**src/rtl/rom_sequencer_pkg.sv**
```systemverilog
// ============================================================================
// Module  : rom_seq_pkg
// Purpose : Shared state encoding, default ROM image and length helper for
//           the ROM burst sequencer.
// Revision: 1.0
// ============================================================================
`default_nettype none

package rom_seq_pkg;

  typedef enum logic [1:0] {
    ST_IDLE  = 2'd0,
    ST_RUN   = 2'd1,
    ST_DRAIN = 2'd2
  } seq_state_e;

  // Address i occupies bits [8*i +: 8]; address 0 (AA) is the least significant byte.
  localparam logic [63:0] DEFAULT_ROM = {8'hED, 8'hB7, 8'h18, 8'hE7,
                                         8'hCC, 8'h0F, 8'hF0, 8'hAA};

  // A pass length of 0, or one larger than the ROM, means one full sweep.
  function automatic int unsigned norm_length(input int unsigned len,
                                              input int unsigned depth);
    return ((len == 0) || (len > depth)) ? depth : len;
  endfunction

endpackage

`default_nettype wire

```
**src/rtl/rom_sync_core.sv**
```systemverilog
// ============================================================================
// Module  : rom_sync_core
// Purpose : Constant ROM with a registered, read-enabled output port.
// Revision: 1.0
// ============================================================================
`default_nettype none

module rom_sync_core
  import rom_seq_pkg::*;
#(
  parameter int DATA_WIDTH = 8,
  parameter int ADDR_WIDTH = 3,
  parameter logic [(2**ADDR_WIDTH)*DATA_WIDTH-1:0] ROM_INIT = DEFAULT_ROM
) (
  input  logic                  clk,
  input  logic                  reset_n,
  input  logic                  i_rd_en,
  input  logic [ADDR_WIDTH-1:0] i_addr,
  output logic [DATA_WIDTH-1:0] o_data
);

  localparam int DEPTH = 2**ADDR_WIDTH;

  logic [DATA_WIDTH-1:0] w_rom [DEPTH];
  logic [DATA_WIDTH-1:0] r_data;

  for (genvar gi = 0; gi < DEPTH; gi++) begin : g_rom
    assign w_rom[gi] = ROM_INIT[gi*DATA_WIDTH +: DATA_WIDTH];
  end

  // Output holds while the read enable is low so a stalled consumer sees stable data.
  always_ff @(posedge clk) begin
    if (!reset_n) begin
      r_data <= '0;
    end else if (i_rd_en) begin
      r_data <= w_rom[i_addr];
    end
  end

  assign o_data = r_data;

endmodule

`default_nettype wire

```
**src/rtl/rom_sequencer.sv**
```systemverilog
// ============================================================================
// Module  : rom_sequencer
// Purpose : Streams bursts of ROM words (forward/reverse, wrapping, looping)
//           over a valid/ready interface with abort and backpressure.
// Revision: 1.0
// ============================================================================
`default_nettype none

module rom_sequencer
  import rom_seq_pkg::*;
#(
  parameter int DATA_WIDTH = 8,
  parameter int ADDR_WIDTH = 3,
  parameter logic [(2**ADDR_WIDTH)*DATA_WIDTH-1:0] ROM_INIT = DEFAULT_ROM
) (
  input  logic                  clk,
  input  logic                  reset_n,
  input  logic                  start,
  input  logic [ADDR_WIDTH-1:0] start_addr,
  input  logic [ADDR_WIDTH:0]   length,
  input  logic                  reverse,
  input  logic                  loop,
  input  logic                  abort,
  output logic [DATA_WIDTH-1:0] out_data,
  output logic                  out_valid,
  input  logic                  out_ready,
  output logic                  out_last,
  output logic                  busy,
  output logic                  done
);

  localparam int DEPTH = 2**ADDR_WIDTH;
  localparam int LEN_W = ADDR_WIDTH + 1;

  localparam logic [1:0] S_IDLE  = ST_IDLE;
  localparam logic [1:0] S_RUN   = ST_RUN;
  localparam logic [1:0] S_DRAIN = ST_DRAIN;

  logic [1:0]            r_state;
  logic [ADDR_WIDTH-1:0] r_start_addr;
  logic [LEN_W-1:0]      r_len;
  logic                  r_rev;
  logic                  r_loop;
  logic [LEN_W-1:0]      r_k;
  logic                  r_s1_vld;
  logic                  r_s1_last;
  logic [DATA_WIDTH-1:0] r_out_data;
  logic                  r_out_valid;
  logic                  r_out_last;
  logic                  r_done;

  logic                  w_adv;
  logic                  w_issue;
  logic                  w_k_last;
  logic                  w_final_xfer;
  logic [ADDR_WIDTH-1:0] w_log_addr;
  logic [ADDR_WIDTH-1:0] w_phys_addr;
  logic [DATA_WIDTH-1:0] w_rom_data;

  // Two-stage pipeline (ROM register, output register) that advances as one
  // whenever the output slot is empty or being consumed.
  assign w_adv        = !r_out_valid || out_ready;
  assign w_issue      = (r_state == S_RUN) && w_adv && !abort;
  assign w_k_last     = (r_k == (r_len - LEN_W'(1)));
  assign w_final_xfer = (r_state == S_DRAIN) && r_out_valid && out_ready && r_out_last;
  assign w_log_addr   = r_start_addr + r_k[ADDR_WIDTH-1:0];
  // DEPTH-1-x is the bitwise inverse of x for a power-of-two depth.
  assign w_phys_addr  = r_rev ? ~w_log_addr : w_log_addr;

  rom_sync_core #(
    .DATA_WIDTH (DATA_WIDTH),
    .ADDR_WIDTH (ADDR_WIDTH),
    .ROM_INIT   (ROM_INIT)
  ) u_rom (
    .clk     (clk),
    .reset_n (reset_n),
    .i_rd_en (w_issue),
    .i_addr  (w_phys_addr),
    .o_data  (w_rom_data)
  );

  always_ff @(posedge clk) begin
    if (!reset_n) begin
      r_state      <= S_IDLE;
      r_start_addr <= '0;
      r_len        <= '0;
      r_rev        <= 1'b0;
      r_loop       <= 1'b0;
      r_k          <= '0;
    end else if (abort) begin
      r_state <= S_IDLE;
    end else begin
      case (r_state)
        S_IDLE: begin
          if (start) begin
            r_start_addr <= start_addr;
            r_len        <= LEN_W'(norm_length(32'(length), 32'(DEPTH)));
            r_rev        <= reverse;
            r_loop       <= loop;
            r_k          <= '0;
            r_state      <= S_RUN;
          end
        end
        S_RUN: begin
          if (w_adv) begin
            if (w_k_last) begin
              r_k <= '0;
              if (!r_loop) begin
                r_state <= S_DRAIN;
              end
            end else begin
              r_k <= r_k + LEN_W'(1);
            end
          end
        end
        S_DRAIN: begin
          if (w_final_xfer) begin
            r_state <= S_IDLE;
          end
        end
        default: r_state <= S_IDLE;
      endcase
    end
  end

  // Abort empties both pipeline stages; out_data keeps its last value.
  always_ff @(posedge clk) begin
    if (!reset_n) begin
      r_s1_vld    <= 1'b0;
      r_s1_last   <= 1'b0;
      r_out_data  <= '0;
      r_out_valid <= 1'b0;
      r_out_last  <= 1'b0;
      r_done      <= 1'b0;
    end else if (abort) begin
      r_s1_vld    <= 1'b0;
      r_s1_last   <= 1'b0;
      r_out_valid <= 1'b0;
      r_out_last  <= 1'b0;
      r_done      <= 1'b0;
    end else begin
      r_done <= w_final_xfer;
      if (w_adv) begin
        r_s1_vld    <= w_issue;
        r_s1_last   <= w_issue && w_k_last;
        r_out_valid <= r_s1_vld;
        r_out_last  <= r_s1_vld && r_s1_last;
        if (r_s1_vld) begin
          r_out_data <= w_rom_data;
        end
      end
    end
  end

  assign out_data  = r_out_data;
  assign out_valid = r_out_valid;
  assign out_last  = r_out_last;
  assign busy      = (r_state != S_IDLE);
  assign done      = r_done;

endmodule

`default_nettype wire

```
**config.mk**
```make
export PLATFORM = sky130hd
export DESIGN_NAME = rom_sequencer
export DESIGN_NICKNAME = d
export VERILOG_FILES = /design/src/rtl/rom_sequencer_pkg.sv /design/src/rtl/rom_sync_core.sv /design/src/rtl/rom_sequencer.sv
export SDC_FILE = /design/constraint.sdc
export NUM_CORES = 1
export LEC_CHECK = 0
export ABC_AREA = 1
export CORE_MARGIN = 4
export CORE_UTILIZATION = 50
export CTS_BUF_LIST = sky130_fd_sc_hd__clkbuf_2
export DETAILED_ROUTE_END_ITERATION = 7
export MAX_ROUTING_LAYER = met4
export PLACE_DENSITY_LB_ADDON = 0.2
export SETUP_SLACK_MARGIN = 0.5
export SLEW_MARGIN = 20
export SYNTH_ARGS = -nofsm -noshare
export SYNTH_HDL_FRONTEND = slang
export SYNTH_HIERARCHICAL = 1
export SYNTH_SLANG_ARGS = --single-unit
```
**constraint.sdc**
```tcl
create_clock -name clk -period 3.1 [get_ports clk]
set_clock_uncertainty 0.2 [all_clocks]
set_input_delay 0.31 -clock clk [delete_from_list [all_inputs] [get_ports clk]]
set_output_delay 0.31 -clock clk [all_outputs]
set_load 0.005 [all_outputs]
```
# After elaboration in Yosys (flattened, before gate mapping)
# Memory sizes are Yosys's and may differ from the RTL's. A register that Yosys moved wholly into a read port is not among the register bits.
# Index checks and enable logic that the tools add are counted.
[totals] ff_bits=28 romBits=64 input_bits=14 output_inout_bits=12 n_memories=1
[classes] n_addsub=3 n_lt_le_gt_ge=1 eq_ne=8 mux=12 bitwise_logic=4 reduce_logical=21
[memory_table] memory="(no name shown)" words=8 word_bits=8 read_ports=1 rd_clocked_by_memory_dff=1 write_ports=0 line_no="rom_sync_core.sv:36" source="r_data <= w_rom[i_addr];"
[op_table] op="two-way mux 4 bit" n=4
[op_table] op="two-way mux 2 bit" n=5
[op_table] op="!= test 2 bit, second input constant" n=5
[op_table] op="case mux 4 bit (2 select lines)" n=1
[op_table] op="logical AND 1 bit" n=7
[op_table] op="case mux 2 bit (3 select lines)" n=1
[op_table] op="AND reduction 3 bit" n=2
[op_table] op="AND reduction 5 bit" n=1
[op_table] op="adder 4 x 1 -> 4 bit, second input constant" n=1
[op_table] op="== test 4 bit" n=1
[op_table] op="greater-than comparator 4 bit, second input constant" n=1
[op_table] op="zero test 4 bit" n=1
[op_table] op="inverter 3 -> 4 bit" n=1
[op_table] op="AND reduction 4 bit" n=1
[op_table] op="nonzero test 2 bit" n=2
[op_table] op="subtractor 4 x 1 -> 4 bit, second input constant" n=1
[op_table] op="adder 3 bit" n=1
[op_table] op="zero test 1 bit" n=3
[op_table] op="two-way mux 3 bit" n=1
[op_table] op="inverter 3 bit" n=1
[op_table] op="== test 2 x 1 -> 1 bit, second input constant" n=1
[op_table] op="== test 2 bit, second input constant" n=1
[op_table] op="zero test 2 bit" n=1
[op_table] op="logical OR 1 bit" n=2
[op_table] op="other kinds (2)" n=3

# Longest topological paths before layout
[depth] ltp_word=6 ltp_mapped=12

# Hierarchy
# Netlist, hierarchy kept.
[modules_own_cells] mod="rom_sequencer" instances=1 cells_each=178 area_each_um2=1368.8
[modules_own_cells] mod="rom_sync_core" instances=1 cells_each=59 area_each_um2=421.7

# Worst setup path after synthesis
# No wires, ideal clock.
[synth_timing] path_type="register to register" start="register r_k[0]" end="register u_rom.r_data[2] (netlist: u_rom/o_data[2])" arrival_ns=1.855 path_slack_ns=0.975 stages_incl_launch_ff=9 path_buffers=0 synth_period_minus_slack_ns=2.125 path_cell_list="dfxtp_1 -> ha_1 -> fa_1 -> xor2_1 -> inv_1 -> ha_1 -> nand2_1 -> nand3_1 -> a21oi_1"
[synth_between] elab_chain_cells=4
[synth_rtl] item="start: declaration" line_no="rom_sequencer.sv:44" source="logic [LEN_W-1:0] r_k;"
[synth_rtl] item="start signal: assignment" line_no="rom_sequencer.sv:112" source="r_k <= r_k + LEN_W'(1);"
[synth_rtl] item="adder 3 bit (*)" line_no="rom_sequencer.sv:66" source="assign w_log_addr = r_start_addr + r_k[ADDR_WIDTH-1:0];"
[synth_rtl] item="inverter 3 bit" line_no="rom_sequencer.sv:68" source="assign w_phys_addr = r_rev ? ~w_log_addr : w_log_addr;"
[synth_rtl] item="two-way mux 3 bit (*)" line_no="rom_sequencer.sv:68"
[synth_rtl] item="via w_phys_addr[1]" line_no="rom_sequencer.sv:57" source="logic [ADDR_WIDTH-1:0] w_phys_addr;"
[synth_rtl] item="inverter 3 -> 4 bit (not written as such) (*)" line_no="rom_sync_core.sv:36"
[synth_rtl] item="end: declaration" line_no="rom_sync_core.sv:25" source="logic [DATA_WIDTH-1:0] r_data;"
# The timed path passes the listed nets; every way through them passes the cells marked *.
# A chain may end at the register's enable or synchronous reset.

# Final worst setup path
[layout_timing] start="register r_k[0]" end="register u_rom.r_data[5] (netlist: u_rom/o_data[5])"
# Same word-level chain as after synthesis.

==> impl_metrics.ini <==
[sta]
min_period_over_period = 0.7612
fin_tns_setup_ns = 0
finalSetupViolations = 0
fmax_mhz = 423.8
rsz0062_at_grt = no
tightest_slew_ns = 0.4954
fin_hold_ws_ns = 0.2825
finalHoldViolations = 0
slew_headroom = 0.6673
worst_slack_ns = 0.7403
drv_slew = 0
min_period_ns = 2.360

[grt]
grt_pass1_vias = 1430
grt_max_degree = 16
track_usage = 0.1792
grt_antenna_before_repair = 0
grt_pass1_wl_mm = 6.051
overflow = 0

[synthesis]
synth_area_leader_cell = dfxtp_1
synth.distinct_cells = 30
yosysMostFrequentCell = nand2_1
synth.area.top_cells = dfxtp_1 40%, nand2_1 10%, nor2_1 7.8%
yosysWarnings = 6
ys_async_sr_fraction = 0
synth-main-ff-cell = dfxtp_1
syn_inst = 237
synth_nets = 259
synth_area_sq_mm = 0.001790
netlist.area_leader.share = 0.4025
ys_seq_area_frac = 0.4025
ys_ff_latch = 36
synthTopCellsByCount = 50 x nand2_1, 37 x nor2_1, 36 x dfxtp_1, 29 x inv_1
syn_avg_cell_area_sq_um = 7.555
synth_edf_count = 0

[worst_setup_path]
start_kind = register
required_ns = 3.21
cp-end-kind = register
arrival_ns = 2.47
critPathMaxFanout = 6
crit_type = reg -> reg

[placed_design]
gp_congestion = 0.8185
io_buffers = 25
pre_cts_slack_ns = 0.8192
hpwl_mm = 2.562

[routing]
wl_per_cell_um = 11.12
vias = 1532
routed_wl_mm = 3.479
vias_per_cell = 4.895
drtAntennaViolNets = 0
drc = 0
drt_pass1_iterations = 4
drtIter0Drc = 61

[clock_tree]
clockBufferDepth = 2
clk_latency_ns = 0.37
cts_hold_buf = 0
clock-root-buffer = clkbuf_2
htreeDepth = 2
clk_pin_slew_ns = 0.18
cts_tree = yes
post-cts-setup-buffers = 0
numClockSinks = 36
numCtsBuffers = 5
cts_resized = 0

[layout]
antennaDiodeCount = 0
fillers = 313
area_growth_pct = 17.82
utilization = 0.6224
nets = 289
layout-drive-gt1-share = 0.08989

[run]
maxCapViolations = 0

[die]
die_x_um = 67.84
fp.dieH_um = 67.84
core_area_sq_mm = 0.003390
rows = 21
io_pins = 26
dieArea_sq_mm = 0.004602
start_util = 0.5282

[hold_path]
worstHoldPathType = reg -> reg

[status]
outcome = completed

[power_and_ir_drop]
p_leak_uw = 0.0009533
cellPowerDensity_mw_per_mm2 = 398.5
peakVddDrop_uv = 217.8
## sequential cells by signal, summed over array words and instances, names as in the netlist, 2 cells and up
register / flops
out_data: 8
u_rom/o_data: 8
r_k: 4
r_len: 4
r_start_addr: 3
r_state: 2
## per-stage QoR
stage          cell area [sq um]  instances  power (uW)
6_report                    2110        313       840.6
2_1_floorplan               1790        237       607.7
3_5_place_dp                2077        306       651.6
4_1_cts                     2110        313       847.1
5_1_grt                     2110        313       890.1
3_3_place_gp                2077        306       649.4
## placed cells by master, fill, tap and decap left out, types with 2 or more instances in the layout
master,instances
dfxtp_1,36
nand3_4,2
o21ai_0,14
a21oi_1,14
nand2_2,4
inv_1,29
a211oi_1,3
nor2_2,2
xnor2_1,3
xor2_1,5
nor2_1,37
ha_1,7
a21oi_2,2
inv_2,2
clkbuf_2,5
nand3_1,11
nand2_1,50
nand3_2,2
clkdlybuf4s50_1,25
o211ai_1,2
clkinv_1,2
## area by class of cell
class	instances	area, sq um	area share
repair buffers	26	257.7	0.1222
clock buffers	5	25.02	0.01186
flip-flops and latches	36	720.7	0.3416
well taps	46	57.56	0.02728
multi-input cells	167	924.6	0.4383
clock inverters	2	7.507	0.003559
inverters	31	116.4	0.05516
## per-layer routing
metal	vias to the layer above	global-route usage	wire length (um)
li1	804	-	-
met4	0	0.07444	19
met5	-	-	0
met3	2	0.03941	141
met1	700	0.2178	1699
met2	26	0.2880	1619
## worst max-delay path: stages (launching register included)
cell	delay (ns)
dfxtp_1	0.41
ha_1	0.21
fa_1	0.50
xor2_1	0.28
inv_1	0.13
ha_1	0.22
nand2_1	0.12
nand3_1	0.09
a21oi_1	0.14
## report_power, final
group	total [uW]	switching (uW)	internal (uW)	leakage, uW
combinational	152	89.8	62.2	0.000637
clock	198	152	46.6	0.0000239
sequential	490	12.0	478	0.000292
## final timing paths
kind	start	to	slack, ns	cells after the start
max	r_k[0]$_SDFFE_PN0P_	u_rom/o_data[5]$_SDFFE_PN0P_	0.74	8
min	u_rom/o_data[2]$_SDFFE_PN0P_	u_rom/o_data[2]$_SDFFE_PN0P_	0.28	2
max reg2reg	r_k[0]$_SDFFE_PN0P_	u_rom/o_data[5]$_SDFFE_PN0P_	0.74	8
min reg2reg	u_rom/o_data[2]$_SDFFE_PN0P_	u_rom/o_data[2]$_SDFFE_PN0P_	0.28	2
## cells by family (layout without fill, tap and decap cells)
group	count (synthesis)	after routing	synth area share
and+or+nand+nor	114	114	0.2998
AOI/OAI and AO/OA	36	36	0.1118
DFF	36	36	0.4025
buffers and inverters	34	64	0.08106
adders and majority gates	8	8	0.06010
xor gates and xnor gates	8	8	0.03914
muxes	1	1	0.005591
Note: power is estimated with default switching activity, not from simulation.
